<file path="config.mk">
export PLATFORM = sky130hd
export DESIGN_NAME = cassette_recorder
export DESIGN_NICKNAME = d
export VERILOG_FILES = /design/src/rtl/oric_tape_pkg.sv /design/src/rtl/tape_period_meter.sv /design/src/rtl/cassette_recorder.sv
export SDC_FILE = /design/constraint.sdc
export NUM_CORES = 1
export LEC_CHECK = 0
export BUFFER_PORTS_ARGS = -buffer_cell sky130_fd_sc_hd__clkbuf_2
export CORE_ASPECT_RATIO = 2
export CORE_MARGIN = 2
export CORE_UTILIZATION = 49
export CTS_BUF_LIST = sky130_fd_sc_hd__clkbuf_4 sky130_fd_sc_hd__clkbuf_8
export DETAILED_ROUTE_END_ITERATION = 10
export PLACE_DENSITY_LB_ADDON = 0.25
export SETUP_SLACK_MARGIN = 0.1
export SKIP_LAST_GASP = 1
export SLEW_MARGIN = 0
export SYNTH_ARGS = -nofsm -noshare
export SYNTH_HDL_FRONTEND = slang
export SYNTH_SLANG_ARGS = --single-unit
</file>
<file path="constraint.sdc">
create_clock -name clk -period 1.8 [get_ports clk]
set_input_delay 0.18 -clock clk [delete_from_list [all_inputs] [get_ports clk]]
set_output_delay 0.18 -clock clk [all_outputs]
set_load 0.05 [all_outputs]
</file>
<file path="src/rtl/oric_tape_pkg.sv">
// rtl/oric_tape_pkg.sv - shared Oric tape types and default timing thresholds
package oric_tape_pkg;

    typedef enum logic [1:0] {
        IDLE,
        DATA,
        PARITY,
        STOP
    } rec_state_t;

    typedef enum logic [1:0] {
        B0,
        B1,
        GAP,
        NONE
    } bit_class_t;

    localparam int DEF_CLK_HZ      = 24_000_000;
    localparam int DEF_MIN_US      = 100;
    localparam int DEF_BIT1_MAX_US = 520;
    localparam int DEF_GAP_US      = 2000;

endpackage

</file>
<file path="src/rtl/tape_period_meter.sv">
// rtl/tape_period_meter.sv - measures rising-edge periods of the tape line in us and classifies them
module tape_period_meter
    import oric_tape_pkg::*;
#(
    parameter int CLK_HZ      = DEF_CLK_HZ,
    parameter int MIN_US      = DEF_MIN_US,
    parameter int BIT1_MAX_US = DEF_BIT1_MAX_US,
    parameter int GAP_US      = DEF_GAP_US
) (
    input  logic       clk,
    input  logic       reset,
    input  logic       en,
    input  logic       tape_out,
    output logic       bit_valid,
    output bit_class_t bit_class
);

    localparam int DIV   = CLK_HZ / 1_000_000;
    localparam int PRE_W = (DIV > 1) ? $clog2(DIV) : 1;
    localparam int CNT_W = $clog2(GAP_US + 2);

    logic [2:0]       sync;
    logic [PRE_W-1:0] pre;
    logic [CNT_W-1:0] us_cnt;
    logic             armed;
    logic             rise;
    logic             tick;
    logic             sat;

    assign rise = sync[1] & ~sync[2];
    assign tick = (pre == PRE_W'(DIV - 1));
    assign sat  = (us_cnt == CNT_W'(GAP_US + 1));

    always_ff @(posedge clk) begin
        if (reset) begin
            sync      <= '0;
            pre       <= '0;
            us_cnt    <= '0;
            armed     <= 1'b0;
            bit_valid <= 1'b0;
            bit_class <= NONE;
        end else begin
            sync      <= {sync[1:0], tape_out};
            pre       <= tick ? '0 : pre + PRE_W'(1);
            bit_valid <= 1'b0;
            bit_class <= NONE;
            if (!en) begin
                us_cnt <= '0;
                armed  <= 1'b0;
            end else if (rise && us_cnt >= CNT_W'(MIN_US)) begin
                // the first edge after a gap or enable only sets the period reference
                us_cnt <= '0;
                armed  <= 1'b1;
                if (armed && !sat) begin
                    bit_valid <= 1'b1;
                    bit_class <= (us_cnt <= CNT_W'(BIT1_MAX_US)) ? B1 : B0;
                end
            end else if (tick && !sat) begin
                us_cnt <= us_cnt + CNT_W'(1);
                if (us_cnt == CNT_W'(GAP_US)) begin
                    bit_valid <= 1'b1;
                    bit_class <= GAP;
                    armed     <= 1'b0;
                end
            end
        end
    end

endmodule

</file>
<file path="src/rtl/cassette_recorder.sv">
// rtl/cassette_recorder.sv - decodes framed tape bytes and appends them to the tape cache
module cassette_recorder
    import oric_tape_pkg::*;
#(
    parameter int CLK_HZ      = DEF_CLK_HZ,
    parameter int MIN_US      = DEF_MIN_US,
    parameter int BIT1_MAX_US = DEF_BIT1_MAX_US,
    parameter int GAP_US      = DEF_GAP_US,
    parameter int ADDR_W      = 16
) (
    input  logic              clk,
    input  logic              reset,
    input  logic              en,
    input  logic              tape_out,
    input  logic              rewind,
    output logic [ADDR_W-1:0] tape_addr,
    output logic [7:0]        tape_dout,
    output logic              tape_wr,
    output logic [ADDR_W-1:0] tape_end,
    output logic              has_data,
    output logic              parity_err,
    output logic              frame_err,
    output logic              overflow
);

    logic       bit_valid;
    bit_class_t bit_class;

    rec_state_t state, state_n;
    logic [7:0] shreg, shreg_n;
    logic [2:0] bcnt, bcnt_n;
    logic       full;
    logic       b;
    logic       do_write;
    logic       set_perr;
    logic       set_ferr;

    tape_period_meter #(
        .CLK_HZ      (CLK_HZ),
        .MIN_US      (MIN_US),
        .BIT1_MAX_US (BIT1_MAX_US),
        .GAP_US      (GAP_US)
    ) u_meter (
        .clk       (clk),
        .reset     (reset),
        .en        (en),
        .tape_out  (tape_out),
        .bit_valid (bit_valid),
        .bit_class (bit_class)
    );

    always_comb begin
        state_n  = state;
        shreg_n  = shreg;
        bcnt_n   = bcnt;
        do_write = 1'b0;
        set_perr = 1'b0;
        set_ferr = 1'b0;
        b        = (bit_class == B1);
        if (!en) begin
            state_n = IDLE;
        end else if (bit_valid) begin
            if (bit_class == GAP) begin
                state_n = IDLE;
            end else begin
                case (state)
                    IDLE: begin
                        if (!b) begin
                            state_n = DATA;
                            bcnt_n  = '0;
                        end
                    end
                    DATA: begin
                        shreg_n = {b, shreg[7:1]};
                        bcnt_n  = bcnt + 3'd1;
                        if (bcnt == 3'd7) state_n = PARITY;
                    end
                    PARITY: begin
                        if (b != ~^shreg) set_perr = 1'b1;
                        state_n = STOP;
                    end
                    STOP: begin
                        if (b) do_write = 1'b1;
                        else   set_ferr = 1'b1;
                        state_n = IDLE;
                    end
                    default: state_n = IDLE;
                endcase
            end
        end
    end

    always_ff @(posedge clk) begin
        if (reset) begin
            state      <= IDLE;
            shreg      <= '0;
            bcnt       <= '0;
            tape_addr  <= '0;
            tape_dout  <= '0;
            tape_wr    <= 1'b0;
            tape_end   <= '0;
            has_data   <= 1'b0;
            parity_err <= 1'b0;
            frame_err  <= 1'b0;
            overflow   <= 1'b0;
            full       <= 1'b0;
        end else if (rewind) begin
            state      <= IDLE;
            tape_addr  <= '0;
            tape_wr    <= 1'b0;
            tape_end   <= '0;
            has_data   <= 1'b0;
            parity_err <= 1'b0;
            frame_err  <= 1'b0;
            overflow   <= 1'b0;
            full       <= 1'b0;
        end else begin
            state   <= state_n;
            shreg   <= shreg_n;
            bcnt    <= bcnt_n;
            tape_wr <= 1'b0;
            if (set_perr) parity_err <= 1'b1;
            if (set_ferr) frame_err  <= 1'b1;
            if (do_write) begin
                if (full) begin
                    overflow <= 1'b1;
                end else begin
                    tape_wr   <= 1'b1;
                    tape_dout <= shreg;
                end
            end
            // address advances the cycle after the strobe; it parks on the last location
            if (tape_wr) begin
                tape_end <= tape_addr;
                has_data <= 1'b1;
                if (&tape_addr) full <= 1'b1;
                else            tape_addr <= tape_addr + ADDR_W'(1);
            end
        end
    end

endmodule

</file>
Word level (Yosys, flattened, before mapping)
Index checks and enable logic that the tools add are counted.
{ "op_classes": {"n_addsub": 4, "mul": 0, "div_mod_pow": 0, "order_cmp": 2, "eq_ne": 13, "shift": 0, "n_mux": 34, "bitwise_logic": 8, "n_reduce_logical": 24} }
{ "ops": {"columns": ["cell", "n"], "rows": [
  ["2-to-1 mux 1 bit", 25],
  ["== test 11 bit, second input constant", 2],
  ["AND reduction 17 bit", 1],
  ["adder 16 x 1 -> 16 bit, second input constant", 1],
  ["AND reduction 16 bit", 1],
  ["2-to-1 mux 2 bit", 6],
  ["adder 11 x 1 -> 11 bit, second input constant", 1],
  ["greater-or-equal comparator 11 x 7 -> 1 bit, second input constant", 1],
  ["<= comparator 11 x 10 -> 1 bit, second input constant", 1],
  ["OR reduction 3 bit", 3],
  ["case mux 2 bit (4 select lines)", 1],
  ["XNOR reduction 8 bit", 1],
  ["inverter 1 bit", 7],
  ["== test 2 bit, second input constant", 3],
  ["inequality test 3 bit, second input constant", 2],
  ["case mux 3 bit (2 select lines)", 1],
  ["AND reduction 2 bit", 3],
  ["AND reduction 3 bit", 2],
  ["AND reduction 6 bit", 1],
  ["nonzero test 2 bit", 3],
  ["OR reduction 2 bit", 3],
  ["adder 5 x 1 -> 5 bit, second input constant", 1],
  ["== test 5 bit, second input constant", 1],
  ["AND reduction 5 bit", 1],
  ["other kinds (10)", 13]
]} }
{ "totals": {"regBits": 82, "latchBits": 0, "ram_bits": 0, "rom_bits": 0, "in_bits": 5, "out_inout_bits": 45, "elab_cells": 103, "memories": 0} }

Longest topological paths before layout
{ "logic_depth": {"word_depth": 8, "ltp_mapped": 7, "depth_no_buf": 7} }

Modules after synthesis
Synthesis repeated with hierarchy kept, for this count alone.
{ "unflattened": {"hier_cells": 382, "hier_area_um2": 3651.0} }
{ "modules_own_cells": {"columns": ["module", "instances", "cells_each", "area_each_um2", "seq_area_each_um2"], "rows": [
  ["cassette_recorder", 1, 272, 2601.2, 1181.1],
  ["tape_period_meter", 1, 110, 1049.8, 460.4]
]} }

Worst setup path before layout
No wires, ideal clock.
{ "synth_path": {"kind": "register -> register", "startpoint": "register tape_addr[0]", "endpoint": "register tape_addr[7]", "setup_ns": 0.115, "t_arrival_ns": 1.837, "required_time_ns": 1.685, "setup_slack_ns": -0.152, "stages_incl_launch_ff": 7, "path_buffers": 0, "synth_period_minus_slack_ns": 1.952, "cell_sequence": "dfxtp_1 ha_1 and3_1 nand3_1 o211ai_1 xnor2_1 and2_1"} }
{ "synth_via": {"elab_chain_cells": 3, "elab_cells_between_ends": 4, "classes_between": "add/sub: 1; bitwise: 1; reduce/logical: 2"} }
{ "synth_rtl": {"columns": ["item", "line", "source"], "rows": [
  ["start, declared", "cassette_recorder.sv:16", "output logic [ADDR_W-1:0] tape_addr,"],
  ["start signal, assigned", "cassette_recorder.sv:137", "else tape_addr <= tape_addr + ADDR_W'(1);"],
  ["parallel branches: the longest is 3 deep, another holds adder 16 x 1 -> 16 bit", null, null]
]} }
Parallel ways; which one is timed is not known.
A chain may end at the register's enable or synchronous reset.

Worst setup path in the final report
{ "layout_path": {"startpoint": "register tape_addr[12]", "endpoint": "register tape_addr[8]"} }
{ "layout_via": {"elab_chain_cells": 3} }
{ "layout_rtl": {"columns": ["item", "line", "source"], "rows": [
  ["AND reduction 16 bit", "cassette_recorder.sv:136", "if (&tape_addr) full <= 1'b1;"],
  ["inverter 1 bit (no line)", null, null],
  ["AND reduction 2 bit (no line)", null, null]
]} }
No other way between the ends.

==> summary.md <==
| Metric | Value |
|---|---|
| Outcome | completed |
| Top Family by Delay on Critical Path | simple AND/OR/NAND/NOR gates |
| Worst EP arrival | roughly 1800 ps |
| # rows | 44 |
| Pin count of the biggest net entering global routing | 35 |
| Num CTS Buffers | 9 |
| Die area | 0.00809 mm2 |
| H-tree level count | 3 |
| Post-Synth Simple-Gate Area | roughly a quarter |
| Final worst-path cycle share | between 80% and 90% |
| Distinct cell type count after synthesis | 46 |
| PwrDens | between 700 and 800 mW/mm2 |
| Critical Path RT | 2020 ps |
| CP Max Fanout | 9 |
| Top cell type's share of synthesized area | 45.6% |
| WHS | roughly 33 ps |
| Final GP Congestion | 0.854 |
| Kind of critical path | flip-flop to flip-flop |
| Drt first-iter violations | around 160 |
| EDFF count, synth | 0 |
| Hold Crit Class | input port to flip-flop |
| GR Util All Layers | a little over 20% |
| Share of cells above drive strength 1 | a little over a quarter |
| Main combinational cell family by area after synthesis | simple AND/OR/NAND/NOR gates |
| Crit. End Element | flip-flop |
| Clock sink count | 82 |
| Peak Freq | between 600 and 700 MHz |
| Antenna diodes | 0 |
| P_leak | around 1.7 nW |
| Vias | 2,881 |
| Largest area contributor in the netlist | dfxtp_1 |
| Adder-cell share of the synthesized area | under 10% |
| Actual slew at the worst max-slew pin | between 600 and 700 ps |
| Compound-Gate Fraction of Synth Area | under 10% |
| Synthesized Nets | a little under 400 |
| Final WL | between 7 and 8 mm |
| Mapped cell area | around 0.0036 mm2 |
| Total Power | about 0.0032 W |
| Post-DR wirelength/cell | ~14 um |
| Yosys reg bits | 82 |
| Startpoint Class | flip-flop |
| Die Y | 125 um |
| Cells after synthesis | 381 |
| Initial antenna violation count | 0 |
| Most frequent cells in the layout | 64 x nor2_1, 64 x dfxtp_1, 49 x clkbuf_2 |
| Post-route ant nets | 0 |
| Instance area at placement | between 0.004 and 0.005 mm2 |
| Warnings from Yosys | 0 |
| Unrepaired setup endpoints after global routing | yes |
| Post-synthesis async set-or-reset flop share | 0% |
| Clk_lat worst skew | ~360 ps |
| CTS tree | done |
| Setup Skew | roughly 7.5 ps |
| Max Cap Viol | 0 |
| Final setup TNS | 0 ps |
| Post-route cell area | 0.00431 mm2 |
| Min Clock Period, post-route | ~1600 ps |
| Placed wire-length estimate | around 5.7 mm |
| Final Hold Vio Count | 0 |
| Clk root buf | clkbuf_8 |
| Detailed-route DRC error count | 0 |
| Via density | ~5.3 |
| Crit path buffers/inverters | 0 |
| Seq/Total Area, Yosys | between 40% and 50% |
| Slowest stage delay, CP | ~400 ps |
| Buffers added on ports | 49 |
| Vias in the first global route | around 2,900 |
| Worst rel slew slack | 56.9% |
| Clock-pin slew on the worst setup and hold paths | 80 ps |
| Initial Util | 49.9% |
| Setup violators final | 0 |
| Clock tree buffer depth | 2 |
| Main synth FF type | dfxtp_1 |
| Fin nets | ~460 |
| Post-synthesis mux area share | a little under a tenth |
| Ports | 50 |
| First-pass GRT wire length | around 13 mm |
| Initial DRT Pass Iterations | 4 |
| Crit-path cells | and4_1 > and2_1 > a211oi_1 > xnor2_1 > nor2_1 |
| Slew Viols, Final | 0 |
| Area Overhead vs Synth | 19.5% |
| Worst VDD drop | 0.442 mV |
| CP max-delay cell | and2_1 |
| Core footprint | approximately 0.007 mm2 |
| Syn avg cell area | between 9 and 10 um2 |
| Layout Utilization | around three fifths |
| Post-synthesis xor/xnor area fraction | between 7 and 8% |
| Synth top area cells | dfxtp_1 46%, mux2i_1 9.2%, nor2_1 6.7% |
| Die W | 64.6 um |
| Grt total ovfl | 0 |
[worst register-to-register path: cells and delay by family (launching register included)]
family	cells	cell delay [ps]
XOR/XNOR	1	160
flip-flops	1	390
AO/OA/AOI/OAI	1	160
AND/OR/NAND/NOR	3	730
[layout make-up]
cell class | instances | area [um2]
fill | 622 | 2910
tap | 92 | 115
sequential | 82 | 1670
clock inverter | 3 | 40.0
clock buffer | 13 | 160
timing repair buffer | 67 | 384
inverter | 9 | 33.8
multi-input combinational | 273 | 1900
[logic make-up (layout without fill, tap and decap cells)]
group           after synthesis  in the layout
buf+inv                      26             92
compound gates               34             34
flops                        82             82
fa+ha+maj                    11             11
xor+xnor                     31             31
simple gates                164            164
mux                          33             33
[state kept, by name (all words and copies together) (netlist names)]
register           cells
frame_err              1
shreg                  8
bcnt                   3
has_data               1
u_meter.bit_class      2
u_meter.bit_valid      1
tape_addr             16
tape_end              16
u_meter.us_cnt        11
full                   1
u_meter.pre            5
tape_dout              8
parity_err             1
u_meter.armed          1
state                  2
u_meter.sync           3
overflow               1
tape_wr                1
[metal layers]
layer | global-route usage [%] | wire length (um)
met5 | 0 | 0
met4 | 10.8 | 222
met3 | 5.04 | 243
met2 | 37.9 | 4310
met1 | 21.1 | 2940
[stage by stage]
step / setup WS [ps] / std cells
after floorplan: 158 / 381
after global placement: 142 / 518
after detailed placement: 76.4 / 518
after CTS: 106 / 534
after global routing: 109 / 539
final: 220 / 539
[timing repair]
| action | 4_1_cts | 5_1_grt |
|---|---|---|
| pin swaps | 1 | 3 |
| hold buffers | 0 | 0 |
| resized for setup | 2 | 12 |
| setup endpoints to repair | 3 | 14 |
| cloned | 0 | 0 |
| setup buffers | 0 | 5 |
[report_power, final]
part           internal (W)  leakage (nW)  switching (W)
Combinational     0.0000179         0.934      0.0000401
Clock              0.000721         0.108       0.000620
Sequential          0.00182         0.671     0.00000491
[cells in the mapped netlist (2+ instances only)]
cell / count
dfxtp_1: 82
nor2_1: 64
mux2i_1: 33
nand3_1: 19
xnor2_1: 18
a21oi_1: 13
nand2_1: 12
xor2_1: 12
and3_1: 11
ha_1: 11
clkbuf_1: 9
inv_1: 9
nand4_1: 9
nor2b_1: 9
nand2b_1: 8
a31oi_1: 7
and2_1: 6
nor3_1: 6
buf_2: 5
a211oi_1: 3
and4_1: 3
nand4b_1: 3
o211ai_1: 3
buf_1: 2
nor4_2: 2
nor4b_1: 2
[final timing paths]
check | start | endpoint | slack, ps | cells past startpoint
max | tape_addr[12] | tape_addr[8] | 220 | 5
min | tape_out | u_meter.sync[0] | 30 | 2
max reg2reg | tape_addr[12] | tape_addr[8] | 220 | 5
min reg2reg | u_meter.sync[0] | u_meter.sync[1] | 440 | 1
(Power assumes the default switching activity.)
